## config.mk

```make
export PLATFORM = sky130hd
export DESIGN_NAME = sort_result_serializer
export DESIGN_NICKNAME = d
export VERILOG_FILES = /design/src/rtl/sort_result_serializer.sv
export SDC_FILE = /design/constraint.sdc
export NUM_CORES = 1
export LEC_CHECK = 0
export BUFFER_PORTS_ARGS = -buffer_cell sky130_fd_sc_hd__buf_2
export CORE_MARGIN = 4
export CORE_UTILIZATION = 50
export DETAILED_ROUTE_END_ITERATION = 12
export PLACE_DENSITY = 0.74
export SYNTH_ARGS = -nofsm -noshare
export SYNTH_HDL_FRONTEND = slang
export SYNTH_SLANG_ARGS = --single-unit
```

## constraint.sdc

```tcl
create_clock -name clk -period 1.7 [get_ports clk]
set_input_delay 0.51 -clock clk [delete_from_list [all_inputs] [get_ports clk]]
set_output_delay 0.51 -clock clk [all_outputs]
set_load 0.01 [all_outputs]
```

## src/rtl/sort_result_serializer.sv

```systemverilog
// Serializes one sorted NUM_LANES-wide vector into lane-per-beat output, lane 0 first.
// Latency: first beat valid one cycle after capture; back-to-back vectors stream without bubbles.
// Backpressure: out_ready stalls emission; one pending slot absorbs a new vector, further ones are dropped and flagged.
//
// Ports:
//   clk, rst            clock and synchronous active-high reset
//   in_valid, in_data   one-cycle strobe carrying a complete sorted vector (lane 0 at LSBs)
//   in_ready            pending slot empty; a vector presented now will be kept
//   out_valid/out_ready valid/ready handshake for the lane stream
//   out_data, out_index current lane value and its lane number
//   out_last            high on lane NUM_LANES-1
//   overflow            sticky: a vector was dropped since reset
//   busy                an active or pending vector is held
module sort_result_serializer #(
    parameter int DATA_WIDTH = 8,
    parameter int NUM_LANES  = 4,
    parameter int IDX_WIDTH  = 2
) (
    input  logic                            clk,
    input  logic                            rst,
    input  logic                            in_valid,
    input  logic [NUM_LANES*DATA_WIDTH-1:0] in_data,
    output logic                            in_ready,
    output logic                            out_valid,
    input  logic                            out_ready,
    output logic [DATA_WIDTH-1:0]           out_data,
    output logic [IDX_WIDTH-1:0]            out_index,
    output logic                            out_last,
    output logic                            overflow,
    output logic                            busy
);

    localparam int VEC_W = NUM_LANES * DATA_WIDTH;

    localparam logic [0:0] S_IDLE = 1'b0;
    localparam logic [0:0] S_SEND = 1'b1;

    localparam logic [IDX_WIDTH-1:0] LAST_IDX = IDX_WIDTH'(NUM_LANES - 1);

    logic [0:0]           state_q, state_d;
    logic [VEC_W-1:0]     act_q, act_d;
    logic [VEC_W-1:0]     pend_q, pend_d;
    logic                 pend_full_q, pend_full_d;
    logic [IDX_WIDTH-1:0] idx_q, idx_d;
    logic                 ovf_q, ovf_d;

    logic                 beat_hs;
    logic                 last_hs;
    logic [DATA_WIDTH-1:0] cur_lane;

    // The active slot is full exactly when we are sending.
    assign out_valid = (state_q == S_SEND);
    assign beat_hs   = out_valid && out_ready;
    assign last_hs   = beat_hs && (idx_q == LAST_IDX);

    always_comb begin
        cur_lane = '0;
        for (int i = 0; i < NUM_LANES; i++) begin
            if (idx_q == IDX_WIDTH'(i)) begin
                cur_lane = act_q[i*DATA_WIDTH +: DATA_WIDTH];
            end
        end
    end

    // Data fields are zeroed when idle so stale lanes never leak onto the bus.
    assign out_data  = out_valid ? cur_lane : '0;
    assign out_index = out_valid ? idx_q : '0;
    assign out_last  = out_valid && (idx_q == LAST_IDX);
    assign in_ready  = !pend_full_q;
    assign overflow  = ovf_q;
    assign busy      = out_valid || pend_full_q;

    always_comb begin
        state_d     = state_q;
        act_d       = act_q;
        pend_d      = pend_q;
        pend_full_d = pend_full_q;
        idx_d       = idx_q;
        ovf_d       = ovf_q;

        case (state_q)
            S_IDLE: begin
                // Pending is always empty while idle, so go straight to active.
                if (in_valid) begin
                    act_d   = in_data;
                    idx_d   = '0;
                    state_d = S_SEND;
                end
            end
            default: begin
                if (last_hs) begin
                    if (pend_full_q) begin
                        act_d       = pend_q;
                        idx_d       = '0;
                        pend_full_d = 1'b0;
                        // in_ready was low this cycle, so a coincident vector is lost.
                        if (in_valid) begin
                            ovf_d = 1'b1;
                        end
                    end else if (in_valid) begin
                        act_d = in_data;
                        idx_d = '0;
                    end else begin
                        state_d = S_IDLE;
                        idx_d   = '0;
                    end
                end else begin
                    if (beat_hs) begin
                        idx_d = idx_q + 1'b1;
                    end
                    if (in_valid) begin
                        if (!pend_full_q) begin
                            pend_d      = in_data;
                            pend_full_d = 1'b1;
                        end else begin
                            ovf_d = 1'b1;
                        end
                    end
                end
            end
        endcase
    end

    always_ff @(posedge clk) begin
        if (rst) begin
            state_q     <= S_IDLE;
            act_q       <= '0;
            pend_q      <= '0;
            pend_full_q <= 1'b0;
            idx_q       <= '0;
            ovf_q       <= 1'b0;
        end else begin
            state_q     <= state_d;
            act_q       <= act_d;
            pend_q      <= pend_d;
            pend_full_q <= pend_full_d;
            idx_q       <= idx_d;
            ovf_q       <= ovf_d;
        end
    end

endmodule

```

==> Yosys cells after proc, flatten, opt, wreduce, memory -nomap -nowiden <==
Cells that the tools add are included.
{ "totals": {"register_bits": 69, "in_bits": 36, "elab_cells": 50, "out_inout_bits": 15} }
{ "op_classes": {"n_bitwise": 2, "addsub": 1, "n_eq_ne": 5, "n_reduce_logical": 12, "mux": 24} }
{ "ops": {"columns": ["op", "count"], "rows": [
  ["$mux W32", 4],
  ["$mux W8", 5],
  ["$mux W1", 10],
  ["$mux W2", 5],
  ["$eq A2 B2 Y1 const B", 2],
  ["$reduce_and A2 Y1", 2],
  ["$reduce_and A4 Y1", 1],
  ["$reduce_bool A2 Y1", 2],
  ["$logic_and A1 B1 Y1", 3],
  ["$ne A3 B1 Y1 const B", 1],
  ["$reduce_and A3 Y1", 1],
  ["$add A2 B1 Y2 const B", 1],
  ["$eq A2 B1 Y1 const B", 1],
  ["$logic_not A2 Y1", 1],
  ["$ne A2 B1 Y1 const B", 1],
  ["$not A1 Y1", 2],
  ["$logic_not A1 Y1", 1],
  ["$logic_or A1 B1 Y1", 1]
]} }

==> Logic depth before layout (Yosys ltp) <==
{ "depth": {"ltp_word": 6, "ltp_mapped": 7, "ltp_nobuf": 5} }

==> Least setup slack after synthesis <==
Ideal clock, no wire load.
{ "synth_timing": {"path_type": "register to output", "startpoint": "reg idx_q[1]", "endpoint": "out out_data[6]", "stages_incl_launch_ff": 8, "n_path_buf": 2, "path_slack_ps": -303, "arrival_ps": 1493, "required_ps": 1190, "cell_sequence": "dfxtp_1 -> inv_1 -> ha_1 -> clkbuf_1 -> nor2b_1 -> buf_2 -> a221oi_1 -> o31ai_1"} }
{ "synth_via": {"elab_chain_len": 6, "elab_cells_between_ends": 9, "cone_classes": "eq/ne (3); mux (5); reduce/logical (1)"} }
{ "synth_lines": {"columns": ["item", "line_no", "source"], "rows": [
  ["from (decl)", "44", "logic [IDX_WIDTH-1:0] idx_q, idx_d;"],
  ["from (signal assigned)", "137", "idx_q <= idx_d;"],
  ["$logic_not A2 Y1", "59", "if (idx_q == IDX_WIDTH'(i)) begin"],
  ["$mux W8 (3 in series)", "59", null],
  ["$mux W8 (*)", "59", null],
  ["$mux W8 (*)", "66", "assign out_data = out_valid ? cur_lane : '0;"],
  ["to (decl)", "26", "output logic [DATA_WIDTH-1:0] out_data,"]
]} }
Every way passes the cells marked *; elsewhere a longest branch is shown, timed or not.

==> Worst setup path after layout <==
{ "layout_timing": {"startpoint": "reg idx_q[0]", "endpoint": "out out_data[6]"} }
Same word-level chain as after synthesis.

==> results.toml <==
[timing]
period_share_pct = 134
setup_slack_ps = -575
slew-limit-headroom_pct = 80.8
clock_skew_ps = 7.53
rsz0062_at_grt = "true"
period_minus_slack_ps = 2280
slew_viol_final = 0
worstMarginPinSlew_ps = 288
max_freq_mhz = 440
finalSetupViolations = 35
hold_viol_final = 0

[critical_path]
cpMaxStageDelayCell = "dfxtp_2"
worstSetupStartpointType = "register"
r2r-start = "idx_q[1]$_SDFFE_PP0P_"
cpPeakStageDelay_ps = 360
rr_endpoint = "pend_q[5]$_SDFFE_PP0P_"
path_cells = "inv_2 -> ha_4 -> nor2b_4 -> buf_8 -> a221oi_2 -> o31ai_2 -> buf_2"
cp_max_fo = 8
end_kind = "output pin"
required_ps = 1190
reg2reg_slack_ps = -70
crit_buf_inv = 3
cp_top_family = "compound AO/OA/AOI/OAI gates"
arrival_ps = 1770
ff2ff_path_depth = 7
path_class = "reg -> out"

[layout]
syn_to_final_growth_pct = 25.3
nets = 485
drive_gt1_share_pct = 27.9
antennaDiodeCount = 0
utilization_pct = 64.4
postLayoutCellArea_um2 = 4640

[place]
io_buffers = 50
dp_hpwl_mm = 6.19
dpl-instance-area_um2 = 4170
gp_congestion = 0.923

[clock_network]
clkLatencyLatePin_ps = 340
tritoncts = "yes"
cts_root_buf = "clkbuf_8"
cts_sinks = 69
path_clk_slew_ps = 70
cts_buffer_depth = 2
cts_buffers = 9
htreeDepth = 3
ctsHoldBuffers = 0

[drt]
ant_nets = 0
vias_per_cell = 5.56
drt_iter0_drc = 245
drt-wirelength-per-cell_um = 17.7
wirelength_mm = 9.67
vias = 3040
firstDrtPassIters = 4
route.detailed.drc = 0

[min_path]
hold_path.startpoint = "in_data[3]"
hold_end = "pend_q[3]$_SDFFE_PP0P_"
holdCritPathClass = "in -> reg"
hold_path_depth = 3

[die]
core-area_um2 = 7210
die_area_um2 = 8860
io_pins = 51
start_util_pct = 51.4
dieHeight_um = 94.1
row_count = 31
die_w_um = 94.1

[outcome]
violations = "negative setup slack"
status = "finished with violations"

[pwr]
leakagePower_nw = 2.01
powerDensity_nw_per_um2 = 802
irDropWorstVdd_mv = 0.441

[grt]
first_global_vias = 2820
grt_pass1_wl_mm = 14.6
grt_overflow = 0
grt.total_usage_pct = 21.5
grt_max_degree = 68
antenna_found_initial = 0

[logic_synthesis]
ys.warnings.count = 0
synthCells = 394
async_flop_share_pct = 0
synth_edf_count = 0
synth_fp_nets = 434
synth_seq_cells = 69
yosys_most_used_dff = "dfxtp_1"
synth-seq-area-share_pct = 37.3
syn_area_um2 = 3710
syn_avg_cell_area_um2 = 9.41
ys_types = 30

[run]
cap_violations = 0
[report_power, final]
group	leakage [nW]	total, mW	internal (mW)	switching [mW]
combinational	1.36	0.736	0.373	0.363
sequential	0.568	1.82	1.73	0.0953
clock	0.0881	1.17	0.589	0.577
[tightest hold or removal path, cell delays in order]
cell	delay, ps
buf_2	100
nand2b_1	60
mux2i_1	60
[kinds of logic after synthesis]
kind of cell               Yosys count  synth area share [%]
AOI/OAI and AO/OA                   90                  16.5
adders and majority gates            4                  1.35
buffers and inverters               42                  6.61
DFF                                 69                  37.3
muxes                               65                  17.5
and+or+nand+nor                    124                  20.7
[Yosys cell counts, drive strengths merged, types with 2 or more instances]
cell | instances | area share (%)
and2 | 3 | 0.51
nand2b | 92 | 16
nand2 | 3 | 0.57
a211oi | 33 | 7.0
nand3 | 9 | 1.2
a221oi | 8 | 1.9
inv | 3 | 0.30
nor2 | 2 | 0.20
o31ai | 8 | 1.6
clkbuf | 17 | 1.7
nor2b | 9 | 1.5
mux2i | 65 | 18
or2b | 5 | 1.0
dfxtp | 69 | 37
buf | 22 | 4.6
a21oi | 36 | 4.9
ha | 4 | 1.4
[sequential cells by signal, summed over array words and instances, names as in the netlist]
register / count
pend_q: 32
pend_full_q: 1
act_q: 32
out_valid: 1
idx_q: 2
overflow: 1
[metal layers]
| layer | track usage [%] | up-vias | wire length (µm) |
|---|---|---|---|
| li1 | - | 1488 | - |
| met1 | 30.2 | 1434 | 4440 |
| met2 | 31.4 | 98 | 4300 |
| met3 | 5.53 | 20 | 627 |
| met4 | 8.18 | 0 | 315 |
| met5 | 0 | - | 0 |
[layout make-up]
type | count | area, µm²
multi-input cells | 283 | 2240
repair buffers | 79 | 709
well taps | 99 | 124
clock inverters | 2 | 10.0
flip-flops and latches | 69 | 1390
clock buffers | 12 | 155
fillers | 594 | 2570
inverters | 3 | 13.8
[worst max path at each step]
stage,from,end,slack (ps),cells past startpoint
after floorplan,idx_q[1]$_SDFFE_PP0P_,out_data[6],-80,7
after global placement,idx_q[1]$_SDFFE_PP0P_,out_data[3],-150,7
after detailed placement,idx_q[1]$_SDFFE_PP0P_,out_data[3],-270,7
after CTS,idx_q[0]$_SDFFE_PP0P_,out_data[1],-510,7
after global routing,idx_q[0]$_SDFFE_PP0P_,out_data[6],-630,7
final,idx_q[0]$_SDFFE_PP0P_,out_data[6],-580,7
[cells in the final DEF (no fill, tap or decap), types with 2 or more instances in the layout]
cell,instances
nand2b_1,92
mux2i_1,65
dfxtp_1,65
buf_2,48
a21oi_1,36
a211oi_1,32
clkbuf_8,11
buf_12,10
nand3_1,9
nor2b_1,8
o31ai_2,8
buf_4,8
buf_6,7
a221oi_2,6
or2b_1,5
clkbuf_16,4
ha_4,3
dfxtp_2,3
a221oi_4,2
and2_1,2
nor2_1,2
clkinv_2,2
buf_8,2
[stage by stage]
stage | total power [mW] | hold WS, ps | setup WS [ps] | cells | setup TNS, ps
global placement | 2.46 | 444 | -152 | 523 | -1140
CTS | 3.68 | 415 | -508 | 540 | -3930
detailed placement | 2.47 | 460 | -274 | 523 | -1680
finish | 3.72 | 427 | -575 | 547 | -4850
floorplan | 2.27 | 448 | -83.1 | 394 | -586
global route | 3.88 | 427 | -630 | 547 | -7130
[timing repair]
item,in CTS,in global routing
gates cloned,0,5
endpoints found under the setup margin,12,45
setup buffers,3,3
pin swaps,6,2
resized for setup,25,7
(Power assumes the default switching activity.)
